File: src/rtl/tick_rate_controller.sv
// Game-tick source derived from CLOCK_50: run/pause, single-step while paused,
// and speed levels that halve the tick period per level. Also drives a legacy slow_clock.
module tick_rate_controller #(
    parameter int unsigned BASE_DIV = 6108864,
    parameter int unsigned LEVELS   = 4,
    parameter int unsigned CNT_W    = 32,
    parameter int unsigned LVL_W    = 2
) (
    input  logic             CLOCK_50,
    input  logic             reset,
    input  logic             run,
    input  logic             step,
    input  logic             speed_up,
    input  logic             slow_down,
    output logic             tick,
    output logic             slow_clock,
    output logic             running,
    output logic [LVL_W-1:0] speed_level,
    output logic [15:0]      tick_count
);

    typedef enum logic [1:0] {
        IDLE = 2'd0,
        RUN  = 2'd1,
        STEP = 2'd2
    } state_t;

    localparam logic [CNT_W-1:0] BASE_C    = CNT_W'(BASE_DIV);
    localparam logic [LVL_W-1:0] LEVEL_MAX = LVL_W'(LEVELS - 1);

    state_t           state_q, state_d;
    logic [CNT_W-1:0] counter_q, counter_d;
    logic [LVL_W-1:0] pending_q, pending_d;
    logic [LVL_W-1:0] level_q, level_d;
    logic             tick_q, tick_d;
    logic             slow_q, slow_d;
    logic             running_q, running_d;
    logic [15:0]      count_q, count_d;

    logic [CNT_W-1:0] period_m1;
    logic             terminal;

    // The applied level only changes at a tick boundary, so the terminal
    // count is stable for the whole period.
    always_comb begin
        period_m1 = (BASE_C >> level_q) - CNT_W'(1);
        terminal  = (counter_q == period_m1);
    end

    // Requested level: each sampled pulse counts once; opposing pulses cancel.
    always_comb begin
        pending_d = pending_q;
        if (speed_up && !slow_down && (pending_q != LEVEL_MAX)) begin
            pending_d = pending_q + LVL_W'(1);
        end else if (slow_down && !speed_up && (pending_q != '0)) begin
            pending_d = pending_q - LVL_W'(1);
        end
    end

    always_comb begin
        state_d   = state_q;
        counter_d = counter_q;
        level_d   = level_q;
        tick_d    = 1'b0;
        slow_d    = slow_q;
        count_d   = count_q;

        case (state_q)
            IDLE: begin
                counter_d = '0;
                level_d   = pending_q;
                if (run) begin
                    state_d = RUN;
                end else if (step) begin
                    state_d = STEP;
                end
            end

            STEP: begin
                counter_d = '0;
                tick_d    = 1'b1;
                slow_d    = ~slow_q;
                count_d   = count_q + 16'd1;
                state_d   = run ? RUN : IDLE;
            end

            RUN: begin
                // Dropping run discards the partial period, even at terminal count.
                if (!run) begin
                    state_d   = IDLE;
                    counter_d = '0;
                end else if (terminal) begin
                    counter_d = '0;
                    tick_d    = 1'b1;
                    slow_d    = ~slow_q;
                    count_d   = count_q + 16'd1;
                    level_d   = pending_q;
                end else begin
                    counter_d = counter_q + CNT_W'(1);
                end
            end

            default: begin
                state_d   = IDLE;
                counter_d = '0;
            end
        endcase

        running_d = (state_d == RUN);
    end

    always_ff @(posedge CLOCK_50) begin
        if (reset) begin
            state_q   <= IDLE;
            counter_q <= '0;
            pending_q <= '0;
            level_q   <= '0;
            tick_q    <= 1'b0;
            slow_q    <= 1'b0;
            running_q <= 1'b0;
            count_q   <= '0;
        end else begin
            state_q   <= state_d;
            counter_q <= counter_d;
            pending_q <= pending_d;
            level_q   <= level_d;
            tick_q    <= tick_d;
            slow_q    <= slow_d;
            running_q <= running_d;
            count_q   <= count_d;
        end
    end

    assign tick        = tick_q;
    assign slow_clock  = slow_q;
    assign running     = running_q;
    assign speed_level = level_q;
    assign tick_count  = count_q;

endmodule

File: config.mk
export PLATFORM = sky130hd
export DESIGN_NAME = tick_rate_controller
export DESIGN_NICKNAME = d
export VERILOG_FILES = /design/src/rtl/tick_rate_controller.sv
export SDC_FILE = /design/constraint.sdc
export NUM_CORES = 1
export LEC_CHECK = 0
export ABC_CLOCK_PERIOD_IN_PS = 4500
export BUFFER_PORTS_ARGS = -buffer_cell sky130_fd_sc_hd__buf_4
export CORE_AREA = 10 10 112 134
export DETAILED_ROUTE_END_ITERATION = 16
export DIE_AREA = 0 0 122 144
export HOLD_SLACK_MARGIN = 0.08
export PLACE_DENSITY = 0.45
export REMOVE_ABC_BUFFERS = 1
export SETUP_SLACK_MARGIN = 0.05
export SLEW_MARGIN = 15
export SYNTH_ARGS = -nofsm -noshare
export SYNTH_HDL_FRONTEND = slang
export SYNTH_SLANG_ARGS = --single-unit
export TNS_END_PERCENT = 5
File: constraint.sdc
create_clock -name CLOCK_50 -period 4.5 [get_ports CLOCK_50]
set_clock_uncertainty 0.05 [all_clocks]
set_input_delay 0.225 -clock CLOCK_50 [delete_from_list [all_inputs] [get_ports CLOCK_50]]
set_output_delay 0.225 -clock CLOCK_50 [all_outputs]
set_load 0.05 [all_outputs]
# After elaboration in Yosys (flattened, before gate mapping)
# Index checks and enable logic that the tools add are counted.
# op_classes
n_addsub,5
eq_ne,7
n_shift,1
n_mux,19
n_bitwise,3
n_reduce_logical,14
# ops
cell,count
adder 32 x 1 -> 32 bit (second input constant),1
equality test 32 bit,1
2-to-1 mux 16 bit,2
one-hot mux 16 bit (2 select lines),1
>> shifter 23 x 2 -> 32 bit (first input constant),1
subtractor 32 x 1 -> 32 bit (second input constant),1
adder 16 x 1 -> 16 bit (second input constant),1
2-to-1 mux 2 bit,7
nonzero test 2 bit,4
inequality test 2 bit (second input constant),3
one-hot mux 2 bit (3 select lines),1
AND reduction 3 bit,2
2-to-1 mux 1 bit,5
equality test 2 x 1 -> 1 bit (second input constant),2
logical AND 1 bit,4
one-hot mux 1 bit (2 select lines),2
one-hot mux 2 bit (2 select lines),1
OR reduction 4 bit,1
NOT 1 bit,3
adder 2 x 1 -> 2 bit (second input constant),1
equality test 2 bit (second input constant),1
logical NOT 1 bit,2
logical NOT 2 bit,1
subtractor 2 x 1 -> 2 bit (second input constant),1
# totals
register_bits,57
inputBits,6
output_inout_bits,21
elab_cells,57

# Logic depth before layout (Yosys ltp)
# logic_depth
ltp_word,6
depth_mapped,11
mapped_depth_nobuf,8

# Least setup slack after synthesis
# OpenSTA, ideal clock, no wires.
# synth_timing
path_kind,register to register
start,register level_q[0] (netlist: speed_level[0])
end,register count_q[2] (netlist: tick_count[2])
setup_time_ps,123
arrival_ps,3164
t_required_ps,4327
path_slack_ps,1163
stages_incl_launch_ff,10
n_path_buf,1
synth_period_minus_slack_ps,3337
cell_sequence,dfxtp_1 > inv_1 > ha_1 > buf_2 > xor2_1 > or4b_1 > nor4b_2 > nand4_2 > o41ai_2 > mux2_1
# synth_via
elab_chain_len,5
# synth_lines
element,line,text
from (decl),34,"logic [LVL_W-1:0] level_q, level_d;"
from (signal assigned),126,level_q <= level_d;
>> shifter 23 x 2 -> 32 bit,46,period_m1 = (BASE_C >> level_q) - CNT_W'(1);
subtractor 32 x 1 -> 32 bit,46,
equality test 32 bit,47,terminal = (counter_q == period_m1);
inequality test 2 bit (no source line),n/a,
AND reduction 3 bit (no source line),n/a,
to (signal assigned),130,count_q <= count_d;
to (decl),38,"logic [15:0] count_q, count_d;"
# No other way between the ends.
# A chain may end at the register's enable or synchronous reset.

# Worst setup path after layout
# layout_timing
start,register level_q[0] (netlist: speed_level[0])
end,register count_q[7] (netlist: tick_count[7])
# Same word-level chain as after synthesis.

==> out/qor.yml <==
detailed_routing:
  first_pass_iters: 4
  vias_per_cell: 5.30
  ant_nets: 0
  drt_wl_total_mm: 10.1
  wl_per_cell_um: 15.8
  drc_errors: 0
  initialDrtViolationCount: 170
  vias: 3369
synthesis:
  synth_area_leaders: "dfxtp_1 (31%), xor2_1 (7.3%), nor2_1 (5.3%)"
  synth-edff-count: 0
  synthFlopType: "dfxtp_1"
  yosysMostFrequentCell: "dfxtp_1"
  synth.distinct_cells: 56
  synthTopCellsByCount: "dfxtp_1 (57), nor2_1 (51), nand2_1 (37)"
  async_flop_share: 0
  yosys_register_bits: 57
  yosysTopAreaCell: "dfxtp_1"
  seq_area_frac_synth: 0.315
  yosysWarnings: 0
  synth_top_area_share: 0.315
  syn-instance-count: 449
  syn_avg_cell_area_um2: 8.07
  netlist_area_um2: 3620
worst_setup_path:
  end_kind: "flip-flop"
  worstReg2RegStart: "speed_level[0]"
  ff2ff_path_depth: 9
  critical-path-top-delay-family: "simple AND/OR/NAND/NOR gates"
  rrSetupSlack_ns: 1.03
  r2r-end: "tick_count[7]"
  crit_required_ns: 4.60
  path_max_fanout: 10
  cp_cell_sequence: "inv_1 > ha_1 > nor3b_1 > mux2i_1 > o2111ai_1 > or3_1 > nor2_1 > buf_4 > o311ai_0"
  arrival_ns: 3.57
  endpoint: "tick_count[7]"
  timing.critical_path.from: "speed_level[0]"
  critPathKind: "reg2reg"
  crit_cells: 9
  startpoint_type: "flip-flop"
  slowest_stage: "dfxtp_1"
  critPathBufInv: 2
  cp_slowest_stage_delay_ns: 0.57
timing:
  setup_tns_ns: 0
  drv_slew: 0
  period_needed_ns: 3.47
  worst_slew_pin_slew_ns: 1.04
  setup_viol_count_final: 0
  grt_setup_unrepaired: "false"
  hold_viol_final: 0
  min_period_over_period: 0.771
  slew_headroom: 0.307
  fmax_mhz: 288
clock_network:
  post_cts_buffers: 0
  root_buffer: "clkbuf_16"
  cts_resized: 0
  cts_buffers: 9
  cts_hold_buf: 0
  clockBufferDepth: 2
  cts_max_level: 3
  cts_tree: "built"
  clk_latency_ns: 0.33
  cts.clk_slew.worst_paths_ns: 0.05
  cts_sinks: 57
cells_and_area:
  area_growth_pct: 16.4
  num-fill-cells: 1356
  nets: 488
  layout-drive-gt1-share: 0.110
  post-route-util: 0.339
  antenna_cells: 0
grt:
  grt_pass1_vias: 3404
  grt_usage: 0.118
  grt_max_degree: 45
  grt_first_pass_wirelength_mm: 16.8
  antenna_found_initial: 0
  overflow: 0
power:
  p_total_mw: 1.32
  cellPowerDensity_nw_per_um2: 312
  p_leak_nw: 1.48
  irDropWorstVdd_uv: 137
die:
  num_io_pins: 27
  die_area_um2: 17600
  fp-row-count: 45
  chipWidth_um: 122
  core_area_um2: 12400
  initial_core_util: 0.291
  die_h_um: 144
flow_run:
  maxCapViolations: 0
status:
  status: "finished clean"
worst_hold_path:
  min_path_type: "in2reg"
place:
  hpwlAfterDp_mm: 7.13
  portBuffers: 26
  place_congestion: 0.814
## cell usage in the layout (no fill, tap or decap), drive strengths merged, types with 3 or more instances in the layout
cell type | Yosys | final
nor4b | 4 | 4
or4 | 4 | 4
or3 | 5 | 5
o21ai | 8 | 8
xor2 | 30 | 30
nand3b | 3 | 3
ha | 14 | 14
and3 | 8 | 8
nor2b | 10 | 10
inv | 15 | 15
nand2b | 10 | 10
nand4 | 16 | 16
o2111ai | 4 | 4
nor2 | 51 | 51
a22oi | 4 | 4
buf | 9 | 29
nor4 | 12 | 12
mux2i | 7 | 7
a311oi | 5 | 5
o311ai | 9 | 9
or3b | 3 | 3
a31oi | 7 | 7
nand4b | 4 | 4
nor3 | 15 | 15
nor3b | 5 | 5
and4 | 5 | 5
clkbuf | 12 | 15
nand3 | 31 | 31
dfxtp | 57 | 57
nand2 | 37 | 37
a21oi | 9 | 9
o211ai | 3 | 3
mux2 | 3 | 3
xnor2 | 9 | 9
## through the flow
step                      area [um2]  setup WS, ns  hold slack [ns]  cells
after floorplan                 3540          1.10            0.244    428
after global placement          3960          1.18            0.379    621
after detailed placement        3960          1.15            0.397    621
after CTS                       4220          1.11            0.169    636
after global routing            4220         0.854            0.196    636
final                           4220          1.03            0.177    636
## flip-flops by register name, indices dropped and copies added (netlist names)
signal,cells
tick,1
state_q,2
pending_q,2
running,1
speed_level,2
slow_clock,1
counter_q,32
tick_count,16
## worst min-delay path by stage
stage / from / endpoint / depth (start not counted)
after floorplan: reset / pending_q[1] / 1
after CTS: slow_down / pending_q[1] / 4
final: slow_down / pending_q[1] / 4
after global routing: slow_down / pending_q[1] / 4
after detailed placement: counter_q[0] / counter_q[0] / 1
after global placement: counter_q[0] / counter_q[0] / 1
## tightest hold or removal path: cells and delay by family
family	cells	cell delay [ns]
buffers and inverters	1	0.09
AOI/OAI and AO/OA	1	0.06
and+or+nand+nor	2	0.14
## area by class of cell
cell class	count	area, um2	share of cell area
tap	164	205	0.0487
inverter	15	56.3	0.0134
multi-input combinational	356	2340	0.555
sequential	57	1140	0.271
timing repair buffer	29	218	0.0516
clock buffer	15	258	0.0611
## kinds of logic after synthesis
family / Yosys count / synth area share
AO/OA/AOI/OAI: 63 / 0.130
multiplexers: 10 / 0.0287
AND/OR/NAND/NOR: 230 / 0.344
buffers and inverters: 36 / 0.0397
adder cells (fa/ha/maj): 14 / 0.0483
flip-flops: 57 / 0.315
XOR/XNOR: 39 / 0.0943
## layer usage
layer	track usage	vias up	part of all wire
met4	0.0465	0	0.017
met5	0	-	0
met3	0.0269	15	0.033
met1	0.135	1610	0.45
li1	-	1686	-
met2	0.206	58	0.50
## where the power goes
group	switching, mW	total, mW	internal, mW
sequential	0.0209	0.543	0.522
combinational	0.107	0.163	0.0552
clock	0.226	0.610	0.385
total	0.354	1.32	0.962
No activity file was read; power rests on OpenSTA's default activity.
